File: config.mk
export PLATFORM = sky130hd
export DESIGN_NAME = disp_ctrl
export DESIGN_NICKNAME = d
export VERILOG_FILES = /design/src/rtl/disp_pkg.sv /design/src/rtl/scan_clk_div.sv /design/src/rtl/disp_ctrl.sv
export SDC_FILE = /design/constraint.sdc
export NUM_CORES = 1
export LEC_CHECK = 0
export CORE_UTILIZATION = 42
export CTS_CLUSTER_SIZE = 10
export DETAILED_ROUTE_END_ITERATION = 10
export PLACE_DENSITY = 0.78
export SLEW_MARGIN = 15
export SYNTH_ARGS = -nofsm -noshare
export SYNTH_HDL_FRONTEND = slang
export SYNTH_SLANG_ARGS = --single-unit
export TNS_END_PERCENT = 1
File: constraint.sdc
create_clock -name clk -period 2.43 [get_ports clk]
set_input_delay 0.486 -clock clk [delete_from_list [all_inputs] [get_ports clk]]
set_output_delay 0.486 -clock clk [all_outputs]
set_load 0.01 [all_outputs]
File: src/rtl/disp_pkg.sv
// disp_pkg: shared constants and types for the calculator display scheduler.
// Holds the mode/state encoding, the display word width and blank word,
// and a helper that derives the scan divider ratio from the clock rates.
package disp_pkg;

   localparam int DISP_W = 24;

   typedef logic [DISP_W-1:0] disp_word_t;

   localparam disp_word_t DISP_BLANK = 24'h000000;

   localparam logic [1:0] MODE_ENTRY  = 2'd0;
   localparam logic [1:0] MODE_RESULT = 2'd1;
   localparam logic [1:0] MODE_ERROR  = 2'd2;

   // State encoding doubles as the mode output value.
   typedef enum logic [1:0] {
      ST_ENTRY  = MODE_ENTRY,
      ST_RESULT = MODE_RESULT,
      ST_ERROR  = MODE_ERROR
   } state_t;

   // Number of system clocks per half scan period.
   function automatic int scan_div(input int clk_freq, input int scan_freq);
      return clk_freq / (2 * scan_freq);
   endfunction

endpackage

File: src/rtl/scan_clk_div.sv
// scan_clk_div: free-running divider producing the 50 % duty scan clock and
// a one-cycle ms_tick that coincides with each rising transition of clk_1khz.
// The counter runs 0..DIV-1; clk_1khz toggles at every wrap.
module scan_clk_div #(
   parameter int DIV = 25000
) (
   input  logic clk,
   input  logic rst_n,
   output logic clk_1khz,
   output logic ms_tick
);

   localparam int CNT_W = (DIV > 1) ? $clog2(DIV) : 1;

   logic [CNT_W-1:0] r_cnt;
   logic             r_clk_1khz;
   logic             w_wrap;

   assign w_wrap = (r_cnt == CNT_W'(DIV - 1));

   // Half-period counter and scan clock toggle.
   always_ff @(posedge clk or negedge rst_n) begin
      if (!rst_n) begin
         r_cnt      <= '0;
         r_clk_1khz <= 1'b0;
      end else if (w_wrap) begin
         r_cnt      <= '0;
         r_clk_1khz <= ~r_clk_1khz;
      end else begin
         r_cnt      <= r_cnt + 1'b1;
      end
   end

   assign clk_1khz = r_clk_1khz;
   // Tick on the wrap that takes the scan clock from 0 to 1.
   assign ms_tick  = w_wrap & ~r_clk_1khz;

endmodule

File: src/rtl/disp_ctrl.sv
// disp_ctrl: display scheduler for the six-digit seven-segment driver.
// Arbitrates keypad entry, ALU result and error words onto a registered
// 24-bit display word, times the result hold, and generates the scan clock.
// Optional error blinking is enabled by defining DISP_ERR_BLINK_EN.
module disp_ctrl
   import disp_pkg::*;
#(
   parameter int CLK_FREQ  = 50_000_000,
   parameter int SCAN_FREQ = 1000,
   parameter int HOLD_MS   = 2000,
   parameter int BLINK_MS  = 250
) (
   input  logic              clk,
   input  logic              rst_n,
   input  logic [DISP_W-1:0] entry_data,
   input  logic              res_vld,
   input  logic [DISP_W-1:0] res_data,
   input  logic              err_vld,
   input  logic [DISP_W-1:0] err_data,
   input  logic              clr,
   output logic              res_ack,
   output logic              err_ack,
   output logic              clk_1khz,
   output logic [DISP_W-1:0] data_out,
   output logic [1:0]        mode
);

   localparam int DIV    = scan_div(CLK_FREQ, SCAN_FREQ);
   localparam int HOLD_W = $clog2(HOLD_MS + 1);

   // Elaboration-time parameter sanity checks.
   if (DIV < 2 || (CLK_FREQ % (2 * SCAN_FREQ)) != 0) begin : g_bad_div
      $error("disp_ctrl: CLK_FREQ/(2*SCAN_FREQ) must be an integer >= 2");
   end
   if (HOLD_MS < 1 || BLINK_MS < 1) begin : g_bad_ms
      $error("disp_ctrl: HOLD_MS and BLINK_MS must be >= 1");
   end

   logic w_ms_tick;

   scan_clk_div #(
      .DIV (DIV)
   ) u_scan_clk_div (
      .clk      (clk),
      .rst_n    (rst_n),
      .clk_1khz (clk_1khz),
      .ms_tick  (w_ms_tick)
   );

   state_t            r_state,   w_state_next;
   disp_word_t        r_data,    w_data_next;
   logic              r_res_ack, w_res_ack_next;
   logic              r_err_ack, w_err_ack_next;
   logic [HOLD_W-1:0] r_hold_cnt, w_hold_cnt_next;
   logic [HOLD_W-1:0] w_hold_inc;

   // Request arbitration: error beats clear beats result; results are
   // ignored while an error is displayed.
   logic w_take_err, w_take_clr, w_take_res;

   assign w_take_err = err_vld;
   assign w_take_clr = ~err_vld & clr;
   assign w_take_res = ~err_vld & ~clr & res_vld & (r_state != ST_ERROR);
   assign w_hold_inc = r_hold_cnt + 1'b1;

`ifdef DISP_ERR_BLINK_EN
   localparam int BLINK_W = $clog2(BLINK_MS + 1);

   disp_word_t         r_err_word,    w_err_word_next;
   logic [BLINK_W-1:0] r_blink_cnt,   w_blink_cnt_next;
   logic               r_blink_phase, w_blink_phase_next;
   logic [BLINK_W-1:0] w_blink_inc;

   assign w_blink_inc = r_blink_cnt + 1'b1;
`endif

   // Next-state, next-data and ack decode.
   always_comb begin
      w_state_next    = r_state;
      w_data_next     = r_data;
      w_res_ack_next  = 1'b0;
      w_err_ack_next  = 1'b0;
      w_hold_cnt_next = r_hold_cnt;
`ifdef DISP_ERR_BLINK_EN
      w_err_word_next    = r_err_word;
      w_blink_cnt_next   = r_blink_cnt;
      w_blink_phase_next = r_blink_phase;
`endif
      if (w_take_err) begin
         w_state_next   = ST_ERROR;
         w_data_next    = err_data;
         w_err_ack_next = 1'b1;
`ifdef DISP_ERR_BLINK_EN
         w_err_word_next    = err_data;
         w_blink_cnt_next   = '0;
         w_blink_phase_next = 1'b0;
`endif
      end else if (w_take_clr) begin
         w_state_next = ST_ENTRY;
         w_data_next  = entry_data;
      end else if (w_take_res) begin
         w_state_next    = ST_RESULT;
         w_data_next     = res_data;
         w_res_ack_next  = 1'b1;
         w_hold_cnt_next = '0;
      end else begin
         case (r_state)
            ST_ENTRY: begin
               w_data_next = entry_data;
            end
            ST_RESULT: begin
               if (w_ms_tick) begin
                  if (w_hold_inc == HOLD_W'(HOLD_MS)) begin
                     w_state_next    = ST_ENTRY;
                     w_data_next     = entry_data;
                     w_hold_cnt_next = '0;
                  end else begin
                     w_hold_cnt_next = w_hold_inc;
                  end
               end
            end
            ST_ERROR: begin
`ifdef DISP_ERR_BLINK_EN
               if (w_ms_tick) begin
                  if (w_blink_inc == BLINK_W'(BLINK_MS)) begin
                     w_blink_cnt_next   = '0;
                     w_blink_phase_next = ~r_blink_phase;
                     w_data_next        = r_blink_phase ? r_err_word : DISP_BLANK;
                  end else begin
                     w_blink_cnt_next   = w_blink_inc;
                  end
               end
`endif
            end
            default: begin
               w_state_next = ST_ENTRY;
               w_data_next  = entry_data;
            end
         endcase
      end
   end

   // State and output registers.
   always_ff @(posedge clk or negedge rst_n) begin
      if (!rst_n) begin
         r_state    <= ST_ENTRY;
         r_data     <= DISP_BLANK;
         r_res_ack  <= 1'b0;
         r_err_ack  <= 1'b0;
         r_hold_cnt <= '0;
      end else begin
         r_state    <= w_state_next;
         r_data     <= w_data_next;
         r_res_ack  <= w_res_ack_next;
         r_err_ack  <= w_err_ack_next;
         r_hold_cnt <= w_hold_cnt_next;
      end
   end

`ifdef DISP_ERR_BLINK_EN
   // Blink registers: latched error word, half-period counter and phase.
   always_ff @(posedge clk or negedge rst_n) begin
      if (!rst_n) begin
         r_err_word    <= DISP_BLANK;
         r_blink_cnt   <= '0;
         r_blink_phase <= 1'b0;
      end else begin
         r_err_word    <= w_err_word_next;
         r_blink_cnt   <= w_blink_cnt_next;
         r_blink_phase <= w_blink_phase_next;
      end
   end
`endif

   assign data_out = r_data;
   assign mode     = r_state;
   assign res_ack  = r_res_ack;
   assign err_ack  = r_err_ack;

endmodule

==> results of run 1 <==
## power groups by stage
stage	logic [W]	clock network, W	registers, W
detailed placement	0.000427	0	0.00100
global placement	0.000418	0	0.00101
global route	0.000453	0.000635	0.000995
finish	0.000420	0.000590	0.000989
floorplan	0.000138	0	0.00102
CTS	0.000427	0.000602	0.000990
## worst register-to-register path, cell delays in order, from the launching register on
cell,delay (ns)
dfrtp_1,0.41
ha_1,0.22
inv_1,0.07
nor4b_1,0.31
o2111a_1,0.24
o2111ai_2,0.16
a21oi_4,0.22
buf_12,0.20
mux2_2,0.35
## stage by stage
step                      cells  instance area [um2]  utilization (%)  worst slack (ns)
after CTS                   525                 4526            62.39          0.004335
after global placement      518                 4419            60.93           0.09763
after floorplan             304                 3139                -            0.1224
after global routing        525                 4539            62.58          0.001290
after detailed placement    518                 4419            60.93           0.01414
final                       525                 4539            62.58            0.1256
## how the worst max path moves through the flow
stage,end,slack (ns),cells past startpoint
floorplan,data_out[0]$_DFFE_PN0P_,0.12,6
global placement,data_out[13]$_DFFE_PN0P_,0.1,6
detailed placement,data_out[23]$_DFFE_PN0P_,0.01,6
CTS,data_out[23]$_DFFE_PN0P_,0.004,6
global route,data_out[23]$_DFFE_PN0P_,0.001,8
finish,data_out[23]$_DFFE_PN0P_,0.13,8
## layout by cell type (no fill, tap or decap), drive strengths merged, types with 3 or more instances in the layout
cell and n:
and2 3, inv 3, buf 25, nand2 53
nand3 15, xor2 9, dfrtp 55, nor4b 3
clkdlybuf4s50 104, xnor2 7, clkbuf 5, nor3 5
nand4b 3, o21ai 28, nand4 6, a21oi 4
nor2 22, mux2 24, mux2i 24
## metal layers
metal	part of all wire, %	up-vias
met1	43	1284
met5	0	-
met2	49	85
met4	0.85	0
met3	6.4	6
li1	-	1308
## state kept, by name (all words and copies together) (netlist names)
register,flops
u_scan_clk_div.r_cnt,15
err_ack,1
data_out,24
r_hold_cnt,11
res_ack,1
mode,2
u_scan_clk_div.clk_1khz,1
## kinds of logic after synthesis
logic type / Yosys count / share of synthesized area, %
flip-flops: 55 / 43.84
AND/OR/NAND/NOR: 126 / 20.97
XOR/XNOR: 16 / 4.464
buffers and inverters: 17 / 3.427
adder cells (fa/ha/maj): 2 / 0.7970
multiplexers: 48 / 18.65
AO/OA/AOI/OAI: 40 / 7.852
## Yosys cell counts, types with 3 or more instances
library cell / n
buf_2: 3
dfrtp_1: 55
mux2_4: 20
nand4b_1: 3
mux2_2: 4
a21oi_1: 3
nand4_1: 6
xnor2_1: 7
nand2_1: 52
nor2_1: 22
nor3_1: 5
o21ai_0: 27
clkbuf_1: 6
inv_1: 3
mux2i_1: 24
xor2_1: 9
nand3_1: 14
and2_1: 3
## repair_timing
item | 4_1_cts | 5_1_grt
endpoints found under the hold margin | 0 | 0
setup endpoints to repair | 0 | 30
gates resized for setup | 0 | 3
## area by class of cell
type                            instances  area [um2]  area share, %
Tap cell                               99       123.9          2.729
Sequential cell                        55        1378          30.35
Multi-Input combinational cell        232        1665          36.69
Timing Repair Buffer                  129        1255          27.65
Inverter                                3       11.26         0.2481
Clock buffer                            5       68.82          1.516
Clock inverter                          2       37.54         0.8269
==> results.json, run 1 <==
{
  "h-tree-depth": 2,
  "fin_crit_ns": 2.304,
  "hold_buffers": 0,
  "via_per_inst": 5.110,
  "grt_max_degree": 56,
  "gp_congestion": 0.8553,
  "grt-ovfl-total": 0,
  "core_um2": 7253,
  "synthDistinctLibCells": 48,
  "numCtsBuffers": 5,
  "whs_ns": 0.2697,
  "clk_pin_slew_worst_paths_ns": 0.10,
  "finalSetupTns_ns": 0,
  "switchingPower_w": 0.0004603,
  "use_met2_pct": 32.87,
  "power_w": 0.002000,
  "hold_viol_final": 0,
  "final_max_slew_viol_count": 0,
  "synth_fp_nets": 383,
  "status": "complete, no violations",
  "busiest_layer": "met2",
  "fp-row-count": 31,
  "critPathKind": "register to register",
  "io_pins": 106,
  "grt_pass1_vias": 2623,
  "combPwrFrac_pct": 21.0,
  "use_met3_pct": 5.877,
  "yosysSeqAreaShare_pct": 43.84,
  "worstPathMaxFanout": 17,
  "gr-usage-all-layers_pct": 19.51,
  "dr.first_iter.drc_count": 160,
  "crit_required_ns": 2.62,
  "routedWlPerCell_um": 13.69,
  "ant_nets": 0,
  "min_path_type": "input pin to async pin",
  "skew_ns": 0.007025,
  "p_clk_share_pct": 29.5,
  "drc": 0,
  "r2r_cells": 8,
  "relSlewSlack_pct": 54.80,
  "rsz0062_at_grt": "no",
  "area_growth_pct": 44.60,
  "end_kind": "register",
  "p_int_w": 0.001540,
  "switching_share_pct": 23.01,
  "die_area_um2": 7824,
  "critical_path_buf_inv_count": 2,
  "timing.rr.start": "r_hold_cnt[1]$_DFFE_PN0P_",
  "antenna_cells": 0,
  "drv_cap": 0,
  "tritoncts": "done",
  "grt_util_met1_pct": 24.30,
  "ys.flop_type": "dfrtp_1",
  "clock_latency_ns": 0.31,
  "critPathSlowestCell": "dfrtp_1",
  "syn_area_per_cell_um2": 10.33,
  "r2r-end": "data_out[23]$_DFFE_PN0P_",
  "dp_hpwl_um": 5589,
  "die_x_um": 88.46,
  "synthTopCellsByArea": "dfrtp_1 44%, mux2_4 9.6%, mux2i_1 7.7%",
  "die_h_um": 88.46,
  "root_buffer": "clkbuf_8",
  "ys_ff_latch": 55,
  "dr_total_vias": 2683,
  "seq_power_share_pct": 49.5,
  "fillers": 601,
  "yosysWarnings": 0,
  "cts_sinks": 55,
  "initial_utilization_pct": 43.28,
  "ctsLongestPathBuffers": 2,
  "power.leakage_nw": 1.935,
  "synth_edf_count": 0,
  "critPathLaunch": "r_hold_cnt[1]$_DFFE_PN0P_",
  "setup-violations-final": 0,
  "peakVddDrop_v": 0.0002443,
  "cp-start-kind": "register",
  "synth_area_um2": 3139,
  "tightestPinTransition_ns": 0.6780,
  "drive_above_1_share_pct": 15.96,
  "io_buffers": 105,
  "antenna_found_initial": 0,
  "max_freq_mhz": 433.9,
  "p_per_area_nw_per_um2": 440.6,
  "nets": 505,
  "rrSetupSlack_ns": 0.13,
  "crit_arrival_ns": 2.50,
  "postSynthCellCount": 304,
  "post-cts-setup-buffers": 0,
  "routed_wl_um": 7186,
  "grt_pass1_wl_um": 11760,
  "cpLargestDelayFamily": "compound AO/OA/AOI/OAI gates",
  "fin_crit_sh_pct": 94.83,
  "ys_async_sr_fraction_pct": 100.0,
  "cp_slowest_stage_delay_ns": 0.41,
  "crit_path_cell_trace": "ha_1 -> inv_1 -> nor4b_1 -> o2111a_1 -> o2111ai_2 -> a21oi_4 -> buf_12 -> mux2_2",
  "synth_top_area_cell": "dfrtp_1",
  "dr.pass1.iters": 4,
  "synth_top_area_share_pct": 43.84
}
Power figures use the tool's default switching activity.
==> inputs of run 2 (changes only) <==
Settings changed: CORE_ASPECT_RATIO set to 1.25.
==> run 2 against run 1 <==
  * Clock skew is 0.0012 ns lower
  * Global-route usage is 1.1 points higher
  * Cell count is 1.7% lower
  * Fmax is 0.28% lower
  * Non-clock buffer count is 1 lower
==> results.json, run 2 (synthesis gave the netlist of run 1 again) <==
{
  "drc": 0,
  "antenna_found_initial": 0,
  "gp_congestion": 0.7780,
  "tritoncts": "done",
  "relSlewSlack_pct": 51.07,
  "cp-start-kind": "register",
  "die_h_um": 98.66,
  "end_kind": "register",
  "final_max_slew_viol_count": 0,
  "dp_hpwl_um": 5841,
  "core_um2": 7104,
  "fin_crit_sh_pct": 95.10,
  "io_buffers": 105,
  "grt_max_degree": 51,
  "hold_buffers": 0,
  "h-tree-depth": 2,
  "grt_pass1_vias": 2803,
  "via_per_inst": 5.196,
  "clk_pin_slew_worst_paths_ns": 0.11,
  "largest_reg_flops": 24,
  "finalSetupTns_ns": 0,
  "drv_cap": 0,
  "grt-ovfl-total": 0,
  "grt_util_met1_pct": 23.97,
  "area_growth_pct": 44.16,
  "dp_slack_ns": -0.008908,
  "ctsLongestPathBuffers": 2,
  "min_path_type": "input pin to async pin",
  "initial_utilization_pct": 44.19,
  "ff_latch_area_um2": 1379,
  "busiest_layer": "met2",
  "mostFrequentLayoutCells": "104 x clkdlybuf4s50_1, 53 x dfrtp_1, 52 x nand2_1, 27 x o21ai_0, 24 x mux2i_1",
  "setup_slack_ns": 0.1190,
  "tightestPinTransition_ns": 0.7313,
  "dr.pass1.iters": 4,
  "gr-usage-all-layers_pct": 20.60,
  "cts_sinks": 55,
  "io_pins": 106,
  "worstPathMaxFanout": 20,
  "drive_above_1_share_pct": 16.20,
  "fillers": 580,
  "timing.rr.start": "r_hold_cnt[0]$_DFFE_PN0P_",
  "ant_nets": 0,
  "p_per_area_nw_per_um2": 434.2,
  "crit_arrival_ns": 2.53,
  "skew_ns": 0.005804,
  "antenna_cells": 0,
  "clock_latency_ns": 0.32,
  "fin_crit_ns": 2.311,
  "status": "complete, no violations",
  "die_area_um2": 7826,
  "critPathKind": "register to register",
  "max_freq_mhz": 432.7,
  "layout.cells.most_common": "clkdlybuf4s50_1",
  "root_buffer": "clkbuf_8",
  "nets": 504,
  "routedWlPerCell_um": 14.69,
  "use_met2_pct": 35.41,
  "dr.first_iter.drc_count": 154,
  "dr_total_vias": 2681,
  "numCtsBuffers": 5,
  "routed_wl_um": 7580,
  "power_w": 0.001965,
  "die_x_um": 79.33,
  "multi_input_area_um2": 1670,
  "peakVddDrop_v": 0.0003105,
  "crit_required_ns": 2.64,
  "power.leakage_nw": 1.932,
  "grt_pass1_wl_um": 12600,
  "critPathLaunch": "r_hold_cnt[0]$_DFFE_PN0P_",
  "hold_viol_final": 0,
  "setup-violations-final": 0,
  "fp-row-count": 34,
  "use_met3_pct": 6.481
}
## run 2: cell types whose count changed in the layout (fill, tap and decap cells not counted)
cell and change:
nor4b_1 -1, and3_1 +1, inv_6 +1, bufinv_16 -1, buf_12 +1, inv_8 +1
buf_6 -1, dfrtp_1 -1, buf_4 -1, nor4b_2 +1, and3_2 -1, dfrtp_2 +1
## run 2: layer usage
| metal | vias to the layer above | part of all wire (%) | wire length, um |
|---|---|---|---|
| li1 | 1306 | - | - |
| met1 | 1251 | 40 | 3064 |
| met2 | 111 | 49 | 3744 |
| met3 | 13 | 8.1 | 617 |
| met4 | 0 | 2.0 | 154 |
| met5 | - | 0 | 0 |
## run 2: timing repair
action	CTS	global route
gates resized for setup	1	3
pin swaps	0	1
endpoints found under the setup margin	4	22
hold endpoints to repair	0	0
setup buffers	0	2
## run 2: final timing paths
path                       slack (ns)                                 to  depth (start not counted)
min in group clk                 0.50  u_scan_clk_div.r_cnt[0]$_DFF_PN0_                          1
min                              0.12          r_hold_cnt[4]$_DFFE_PN0P_                          1
min reg2reg                      0.50  u_scan_clk_div.r_cnt[0]$_DFF_PN0_                          1
max in group asynchronous        1.76          r_hold_cnt[8]$_DFFE_PN0P_                          2
max reg2reg                      0.12           data_out[15]$_DFFE_PN0P_                          8
max                              0.12           data_out[15]$_DFFE_PN0P_                          8
## run 2: power by group
| part | internal, W | total (W) | switching, W |
|---|---|---|---|
| sequential | 0.000961 | 0.000991 | 0.0000297 |
| combinational | 0.000278 | 0.000423 | 0.000145 |
| clock | 0.000215 | 0.000551 | 0.000337 |
## run 2: final cells by class
cell class | count | share of cell area [%]
Sequential cell | 55 | 30.47
Tap cell | 90 | 2.488
Multi-Input combinational cell | 232 | 36.91
Timing Repair Buffer | 128 | 27.76
Clock buffer | 5 | 1.521
Clock inverter | 3 | 0.6082
Inverter | 3 | 0.2488
## run 2: critical path: stages, from the launching register on
cell and delay [ns]:
dfrtp_1 0.44, ha_1 0.21, inv_1 0.08, nor4b_2 0.29, o2111a_1 0.26, o2111ai_2 0.16, a21oi_4 0.20, buf_12 0.21
mux2_2 0.35
## run 2: metrics by stage
step / hold slack, ns / utilization [%] / cells / instance area, um2
floorplan: 0.1904 / - / 304 / 3139
global placement: 0.4762 / 61.89 / 506 / 4397
detailed placement: 0.4787 / 61.89 / 506 / 4397
CTS: 0.1318 / 63.26 / 514 / 4494
global route: 0.1473 / 63.70 / 516 / 4526
finish: 0.1232 / 63.70 / 516 / 4526
